**src/rtl/controller_iram_loader_pkg.sv**
```systemverilog
// Shared types and constants for the IRAM loader.
package controller_iram_loader_pkg;

    localparam int         DEF_ADDR_W    = 14;
    localparam int         DEF_NUM_WORDS = 10240;
    localparam logic [3:0] BYTE_EN_ALL   = 4'hF;

    typedef enum logic [2:0] {
        IDLE,
        FILL,
        WRITE,
        READ,
        CHECK,
        FIN
    } state_t;

endpackage

```
**src/rtl/controller_iram_byte_packer.sv**
```systemverilog
// Assembles four stream bytes into one little-endian 32-bit word.
module controller_iram_byte_packer (
    input  logic        clk,
    input  logic        reset,
    input  logic        clear,
    input  logic        take,
    input  logic [7:0]  in_data,
    output logic [31:0] word,
    output logic        last
);

    logic [1:0] cnt;

    // The fourth accepted byte completes the word.
    assign last = take && (cnt == 2'd3);

    // Byte lane fill; clear drops any partially assembled word.
    always_ff @(posedge clk or posedge reset) begin
        if (reset) begin
            cnt  <= '0;
            word <= '0;
        end else if (clear) begin
            cnt  <= '0;
        end else if (take) begin
            case (cnt)
                2'd0:    word[7:0]   <= in_data;
                2'd1:    word[15:8]  <= in_data;
                2'd2:    word[23:16] <= in_data;
                default: word[31:24] <= in_data;
            endcase
            cnt <= cnt + 2'd1;
        end
    end

endmodule

```
**src/rtl/controller_iram_loader.sv**
```systemverilog
// Loads a byte stream into a word RAM, reads it back and verifies a sum.
module controller_iram_loader
    import controller_iram_loader_pkg::*;
#(
    parameter int ADDR_W    = DEF_ADDR_W,
    parameter int NUM_WORDS = DEF_NUM_WORDS,
    parameter int RD_LAT    = 1
) (
    input  logic              clk,
    input  logic              reset,
    input  logic              start,
    input  logic [ADDR_W-1:0] base_addr,
    input  logic [ADDR_W:0]   word_count,
    input  logic [7:0]        in_data,
    input  logic              in_valid,
    output logic              in_ready,
    output logic [ADDR_W-1:0] avm_address,
    output logic              avm_chipselect,
    output logic              avm_write,
    output logic              avm_debugaccess,
    output logic              avm_clken,
    output logic [3:0]        avm_byteenable,
    output logic [31:0]       avm_writedata,
    input  logic [31:0]       avm_readdata,
    output logic              busy,
    output logic              done,
    output logic              error,
    output logic [31:0]       checksum
);

    localparam logic [ADDR_W:0] ONE = 1;

    state_t            state, state_next;
    logic [ADDR_W-1:0] base_r;
    logic [ADDR_W:0]   count_r;
    logic [ADDR_W:0]   index;
    logic [ADDR_W:0]   rd_idx;
    logic [ADDR_W:0]   cap_cnt;
    logic [31:0]       sum_w;
    logic [31:0]       sum_r;
    logic [RD_LAT-1:0] vld_pipe;
    logic [31:0]       end_addr;
    logic              range_err;
    logic              accept;
    logic              issue;
    logic              capture;
    logic              wr_last;
    logic              cap_last;
    logic [31:0]       pk_word;
    logic              pk_last;

    // Range check is done 32 bits wide so base+count can never wrap.
    assign end_addr  = 32'(base_addr) + 32'(word_count);
    assign range_err = end_addr > 32'(NUM_WORDS);
    assign accept    = (state == IDLE) && start;
    assign issue     = (state == READ) && (rd_idx < count_r);
    assign capture   = vld_pipe[RD_LAT-1];
    assign wr_last   = (index + ONE) == count_r;
    assign cap_last  = (cap_cnt + ONE) == count_r;

    controller_iram_byte_packer u_packer (
        .clk     (clk),
        .reset   (reset),
        .clear   (accept),
        .take    (in_valid && (state == FILL)),
        .in_data (in_data),
        .word    (pk_word),
        .last    (pk_last)
    );

    // State register.
    always_ff @(posedge clk or posedge reset) begin
        if (reset) state <= IDLE;
        else       state <= state_next;
    end

    // Next-state logic; READ waits until every issued read has been captured.
    always_comb begin
        state_next = state;
        case (state)
            IDLE:  if (start) begin
                       if (word_count == '0 || range_err) state_next = FIN;
                       else                               state_next = FILL;
                   end
            FILL:  if (pk_last) state_next = WRITE;
            WRITE: state_next = wr_last ? READ : FILL;
            READ:  if (capture && cap_last) state_next = CHECK;
            CHECK: state_next = FIN;
            FIN:   state_next = IDLE;
            default: state_next = IDLE;
        endcase
    end

    // Bus and status outputs decoded from the current state.
    always_comb begin
        in_ready        = 1'b0;
        avm_address     = '0;
        avm_chipselect  = 1'b0;
        avm_write       = 1'b0;
        avm_debugaccess = 1'b0;
        avm_clken       = 1'b1;
        avm_byteenable  = 4'h0;
        avm_writedata   = '0;
        done            = 1'b0;
        busy            = (state == FILL) || (state == WRITE) ||
                          (state == READ) || (state == CHECK);
        case (state)
            FILL:  in_ready = 1'b1;
            WRITE: begin
                avm_chipselect  = 1'b1;
                avm_write       = 1'b1;
                avm_debugaccess = 1'b1;
                avm_byteenable  = BYTE_EN_ALL;
                avm_address     = base_r + index[ADDR_W-1:0];
                avm_writedata   = pk_word;
            end
            READ:  if (issue) begin
                avm_chipselect  = 1'b1;
                avm_byteenable  = BYTE_EN_ALL;
                avm_address     = base_r + rd_idx[ADDR_W-1:0];
            end
            FIN:   done = 1'b1;
            default: ;
        endcase
    end

    // Read-latency tracker: a set bit marks readdata for an issued address.
    always_ff @(posedge clk or posedge reset) begin
        if (reset) begin
            vld_pipe <= '0;
        end else begin
            vld_pipe[0] <= issue;
            for (int i = 1; i < RD_LAT; i++) vld_pipe[i] <= vld_pipe[i-1];
        end
    end

    // Load context, indices, running sums and the sticky error flag.
    always_ff @(posedge clk or posedge reset) begin
        if (reset) begin
            base_r   <= '0;
            count_r  <= '0;
            index    <= '0;
            rd_idx   <= '0;
            cap_cnt  <= '0;
            sum_w    <= '0;
            sum_r    <= '0;
            error    <= 1'b0;
            checksum <= '0;
        end else begin
            case (state)
                IDLE: if (start) begin
                    base_r   <= base_addr;
                    count_r  <= word_count;
                    index    <= '0;
                    rd_idx   <= '0;
                    cap_cnt  <= '0;
                    sum_w    <= '0;
                    sum_r    <= '0;
                    checksum <= '0;
                    error    <= (word_count != '0) && range_err;
                end
                WRITE: begin
                    sum_w <= sum_w + pk_word;
                    index <= index + ONE;
                end
                READ: begin
                    if (issue) rd_idx <= rd_idx + ONE;
                    if (capture) begin
                        sum_r   <= sum_r + avm_readdata;
                        cap_cnt <= cap_cnt + ONE;
                    end
                end
                CHECK: begin
                    if (sum_r != sum_w) error <= 1'b1;
                    checksum <= sum_w;
                end
                default: ;
            endcase
        end
    end

endmodule

```
**config.mk**
```make
export PLATFORM = sky130hd
export DESIGN_NAME = controller_iram_loader
export DESIGN_NICKNAME = d
export VERILOG_FILES = /design/src/rtl/controller_iram_loader_pkg.sv /design/src/rtl/controller_iram_byte_packer.sv /design/src/rtl/controller_iram_loader.sv
export SDC_FILE = /design/constraint.sdc
export NUM_CORES = 1
export LEC_CHECK = 0
export BUFFER_PORTS_ARGS = -buffer_cell sky130_fd_sc_hd__buf_2
export CORE_MARGIN = 3
export CORE_UTILIZATION = 40
export DETAILED_ROUTE_END_ITERATION = 8
export PLACE_DENSITY = 0.58
export SLEW_MARGIN = 20
export SYNTH_ARGS = -nofsm -noshare
export SYNTH_HDL_FRONTEND = slang
export SYNTH_SLANG_ARGS = --single-unit
```
**constraint.sdc**
```tcl
create_clock -name clk -period 8.4 [get_ports clk]
set_input_delay 0.84 -clock clk [delete_from_list [all_inputs] [get_ports clk]]
set_output_delay 0.84 -clock clk [all_outputs]
set_load 0.05 [all_outputs]
```
== After elaboration in Yosys (flattened, before gate mapping) ==
Cells that the tools add are included.

* Register bits: 209
* Output and inout bits: 90
* Input port bits: 73
* Logic and storage cells: 108

* Equal/unequal tests: 17
* Reduce and logical (&&, ||, !) cells: 30
* Multiplexer cells: 32
* Add/subtract/negate cells: 9
* Magnitude comparators: 2
* Bitwise operators: 2

{| class="wikitable"
|+ Operator list
! operator !! number
|-
| $pmux 32 s2 || 3
|-
| $mux 32 || 3
|-
| $pmux 15 s2 || 3
|-
| $add 32x32->32 || 2
|-
| $add 15x1->15 const B || 3
|-
| $mux 15 || 3
|-
| $ne 32x32->1 || 1
|-
| $eq 15x15->1 || 2
|-
| $add 14x14->14 || 2
|-
| $pmux 14 s2 || 1
|-
| $reduce_and 3->1 || 8
|-
| $add 14x15->16 || 1
|-
| $gt 16x14->1 const B || 1
|-
| $logic_not 15->1 || 1
|-
| $lt 15x15->1 || 1
|-
| $pmux 3 s5 || 1
|-
| $reduce_bool 15->1 || 1
|-
| $mux 14 || 1
|-
| $mux 3 || 4
|-
| $ne 2x2->1 const B || 5
|-
| $pmux 4 s2 || 1
|-
| $reduce_bool 2->1 || 4
|-
| $eq 3x2->1 const B || 2
|-
| $eq 3x3->1 const B || 2
|-
| other kinds (16) || 36
|}

== Logic depth before layout (Yosys ltp) ==
* Word-level depth: 6
* Gate-level depth with buffers: 15
* Mapped depth without buffers: 13

== Cells and area by module ==
From an unflattened synthesis, not the netlist that was laid out.

* Cells, all modules: 1,688
* Area total of the unflattened synthesis: 14,934.3 µm²

{| class="wikitable"
|+ By module, submodules not included
! module !! cells each !! area an instance (µm²) !! times used !! sequential area each (µm²)
|-
| controller_iram_loader || 1,605 || 13,529.2 || 1 || 4,379.2
|-
| controller_iram_byte_packer || 83 || 1,405.1 || 1 || 850.8
|}

== Worst setup path after synthesis ==
No wires, ideal clock.

* Path type: flip-flop to output port
* Start: register count_r[8]
* End: output avm_address[4]
* Arrival: 3,494 ps
* Buffers on the path: 2
* Required time: 7,560 ps
* Setup slack: 4,066 ps
* Stages on the path, launching flop included: 14
* Cells stage by stage: dfrtp_1 inv_1 ha_1 a21o_1 a21oi_1 nor2b_1 o21ai_0 nand2b_1 a2111oi_0 o31a_2 nor2_1 buf_2 buf_2 o32ai_1

* Cells in the longest elaborated chain, start to end: 4

{| class="wikitable"
|+ RTL lines
! element !! RTL line !! RTL
|-
| start, declared || controller_iram_loader.sv:35 || <nowiki>logic [ADDR_W:0] count_r;</nowiki>
|-
| start signal, assigned || controller_iram_loader.sv:153 || <nowiki>count_r <= word_count;</nowiki>
|-
| $lt 15x15->1 || controller_iram_loader.sv:56 || <nowiki>assign issue = (state == READ) && (rd_idx < count_r);</nowiki>
|-
| $logic_and 1x1->1 || controller_iram_loader.sv:56 ||
|-
| $mux 14 || controller_iram_loader.sv:117 || <nowiki>READ: if (issue) begin</nowiki>
|-
| $pmux 14 s2 || controller_iram_loader.sv:107 || <nowiki>case (state)</nowiki>
|-
| end, declared || controller_iram_loader.sv:17 || <nowiki>output logic [ADDR_W-1:0] avm_address,</nowiki>
|}

Every way passes these cells.

== Worst setup path after layout ==
* Start: register count_r[8]
* End: output avm_address[13]

Same word-level chain as after synthesis.

==> flow_metrics.py <==
metrics = {
    "status": {
        "status": "finished clean",
    },
    "synthesis": {
        "ys_top_cells_by_count": "nand2_1 (236), dfrtp_1 (209), o21ai_0 (163)",
        "yosysTopAreaCellShare_pct": 35.0,
        "syn_area_per_cell_um2": 8.67,
        "synth_cell_type_count": 74,
        "synthXorXnorAreaFrac_pct": 9.72,
        "synthCells": 1726,
        "synth_top_family_by_area": "simple AND/OR/NAND/NOR gates",
        "synth_edf_count": 0,
        "yosysSeqAreaShare_pct": 35.0,
        "syn_area_mm2": 0.0150,
        "synth_seq_cells": 209,
        "synth_area_leaders": "dfrtp_1 (35%), ha_1 (10%), xnor2_1 (6.0%)",
        "synth_ff_type": "dfrtp_1",
        "yosys.area_share.simple_pct": 19.5,
        "yosysWarnings": 0,
        "synth_fp_nets": 1927,
        "yosysMostFrequentCell": "nand2_1",
        "synth-compound-area-share_pct": 18.8,
        "synth.area.mux_share_pct": 2.61,
        "synth-adder-area-share_pct": 11.0,
        "synthArstFlopShare_pct": 100,
        "yosys.area.top_type": "dfrtp_1",
    },
    "sta": {
        "relSlewSlack_pct": 38.1,
        "hold_viol_final": 0,
        "setup_viol": 0,
        "tightest_slew_ps": 928,
        "rsz0062_at_grt": "false",
        "maxSlewViolCount": 0,
        "setup_ws_ps": 3620,
        "fmax_ghz": 0.209,
        "fin_skew_ps": 33.4,
        "finalSetupTns_ps": 0,
        "period_minus_slack_ps": 4780,
        "holdWs_ps": 380,
        "period_share_pct": 56.9,
    },
    "drt": {
        "ant_nets": 0,
        "initialDrtViolationCount": 908,
        "vias_per_cell": 5.67,
        "detail_route.wl_per_cell_um": 19.5,
        "vias": 13200,
        "drtPass1Iterations": 5,
        "drc_errors": 0,
        "drt_wl_total_mm": 45.5,
    },
    "layout": {
        "fillCellCount": 3584,
        "fin_util_pct": 46.0,
        "fin_nets": 2046,
        "n_antenna_cell": 0,
        "final_cells": 2330,
        "drive_above_1_share_pct": 14.3,
        "final_cell_area_mm2": 0.0169,
        "syn_to_final_growth_pct": 12.9,
    },
    "pwr": {
        "seqPwrFrac_pct": 29.9,
        "p_per_area_mw_per_mm2": 379,
        "total_power_mw": 6.40,
        "ir_worst_vdd_v": 0.000256,
        "swShare_pct": 49.7,
        "pwr-share-clk_pct": 16.2,
        "power.switching_mw": 3.18,
        "power_leakage_nw": 8.27,
        "comb_power_share_pct": 53.9,
        "p_int_mw": 3.22,
    },
    "die": {
        "start_util_pct": 40.8,
        "core-area_mm2": 0.0367,
        "rows": 70,
        "dieArea_mm2": 0.0398,
        "die_w_um": 199,
        "dieHeight_um": 199,
        "ios": 163,
    },
    "place": {
        "dp_hpwl_mm": 34.3,
        "numPlacedInstances": 2286,
        "io_buffers": 161,
        "pre_cts_ws_ps": 4190,
        "globalplace.congestion": 0.868,
        "place_area_mm2": 0.0161,
    },
    "clock_network": {
        "max-clock-path-buffers": 3,
        "cts_hold_buf": 0,
        "tritoncts": "done",
        "cts_inserted_buffers": 25,
        "clk_latency_ps": 560,
        "htree_levels": 1,
        "cts_resized": 0,
        "root_buffer": "clkbuf_16",
        "postCtsSetupBuffers": 0,
        "cts.sinks": 209,
        "clk_pin_slew_ps": 60,
    },
    "critical_path": {
        "crit_type": "reg2out",
        "critPathRequiredTime_ps": 7560,
        "crit_cells": 14,
        "path_max_fanout": 30,
        "path_cells": "inv_1, ha_1, a21o_1, a21oi_1, nor2b_1, o21ai_0, nand2b_1, a2111oi_0, o31a_2, nor2_2, buf_4, a221o_1, o32ai_1, buf_2",
        "critPathMaxStageDelay_ps": 530,
        "cp_top_family": "compound AO/OA/AOI/OAI gates",
        "endpoint_kind": "output port",
        "worstSetupStartpointType": "flop",
        "cp_slowest_cell": "a2111oi_0",
        "crit_arrival_ps": 3940,
        "cp_num_buf_inv": 3,
        "rr_worst_depth": 12,
    },
    "grt": {
        "grt_max_degree": 76,
        "use_met3_pct": 2.78,
        "grt_overflow": 0,
        "busiest_layer": "met1",
        "grt_use_met2_pct": 33.9,
        "antenna_found_initial": 0,
        "grt_pass1_wl_mm": 71.1,
        "first_global_vias": 12600,
        "grt_use_met1_pct": 34.3,
        "track_usage_pct": 22.5,
    },
    "worst_hold_path": {
        "hold_path_class": "in2async",
    },
    "flow_run": {
        "maxCapViolCount": 0,
    },
}
[routing by layer]
metal / up-vias / share of wire, %
li1: 6406 / -
met1: 6400 / 50
met2: 348 / 43
met3: 66 / 5.0
met4: 0 / 2.3
met5: - / 0
[area by class of cell]
type                    instances  area, um2  area share, %
clock buffers                  33        686           4.06
clock inverters                11       81.3          0.482
inverters                      47        184           1.09
multi-input cells            1390       9240           54.7
flip-flops and latches        209       5230           31.0
well taps                     468        586           3.47
repair buffers                172        888           5.26
[placed cells by master, fill, tap and decap left out, types with 13 or more instances in the layout]
cell,n
a21oi_1,89
dfrtp_1,209
nand2b_1,19
buf_2,161
nand4_1,18
o21ai_0,163
and3_1,22
xnor2_1,102
ha_1,123
inv_1,45
nor2_1,80
a21o_1,53
nor4_1,13
o31ai_1,13
nand2_1,235
nand3_1,102
or3_1,13
o21bai_1,14
mux2_2,32
clkbuf_16,25
and2_1,41
xor2_1,64
nor3_1,25
a31oi_1,15
[power by group through the flow]
stage | logic, mW | registers [mW] | clock network [mW]
global placement | 3.39 | 1.90 | 0
CTS | 3.46 | 1.90 | 1.06
detailed placement | 3.44 | 1.91 | 0
finish | 3.45 | 1.91 | 1.04
global route | 3.82 | 1.96 | 1.10
floorplan | 2.58 | 1.87 | 0
[path summary, 6_finish.rpt]
path,from,slack [ps],to
max in group asynchronous,reset,6660,sum_w[13]$_DFFE_PP0P_
worst min register to register,checksum[0]$_DFFE_PP0P_,500,checksum[0]$_DFFE_PP0P_
worst min-delay path,reset,380,sum_r[29]$_DFFE_PP0P_
min in group clk,checksum[0]$_DFFE_PP0P_,500,checksum[0]$_DFFE_PP0P_
worst max register to register,sum_w[0]$_DFFE_PP0P_,5000,sum_w[30]$_DFFE_PP0P_
worst max-delay path,count_r[8]$_DFFE_PP0P_,3620,avm_address[13]
[worst register-to-register path, cell delays in order (launching register included)]
cell and delay, ps:
dfrtp_1 470, ha_1 290, fa_1 410, a21o_1 190
a21oi_2 190, o21bai_2 110, a2111oi_4 400, o31ai_2 150
a31o_1 230, a311o_1 300, and3b_1 190, o21a_1 170
o31ai_1 200
[registers in the layout (all words and copies together) (netlist names), 2 cells and up]
| signal | count |
|---|---|
| checksum | 32 |
| sum_r | 32 |
| sum_w | 32 |
| u_packer.word | 32 |
| cap_cnt | 15 |
| count_r | 15 |
| index | 15 |
| rd_idx | 15 |
| base_r | 14 |
| state | 3 |
| u_packer.cnt | 2 |
[cell families after synthesis]
group / Yosys count
other: 1
adders and majority gates: 128
and+or+nand+nor: 612
DFF: 209
buffers and inverters: 127
muxes: 35
xor gates and xnor gates: 166
AOI/OAI and AO/OA: 448
Note: power is estimated with default switching activity, not from simulation.
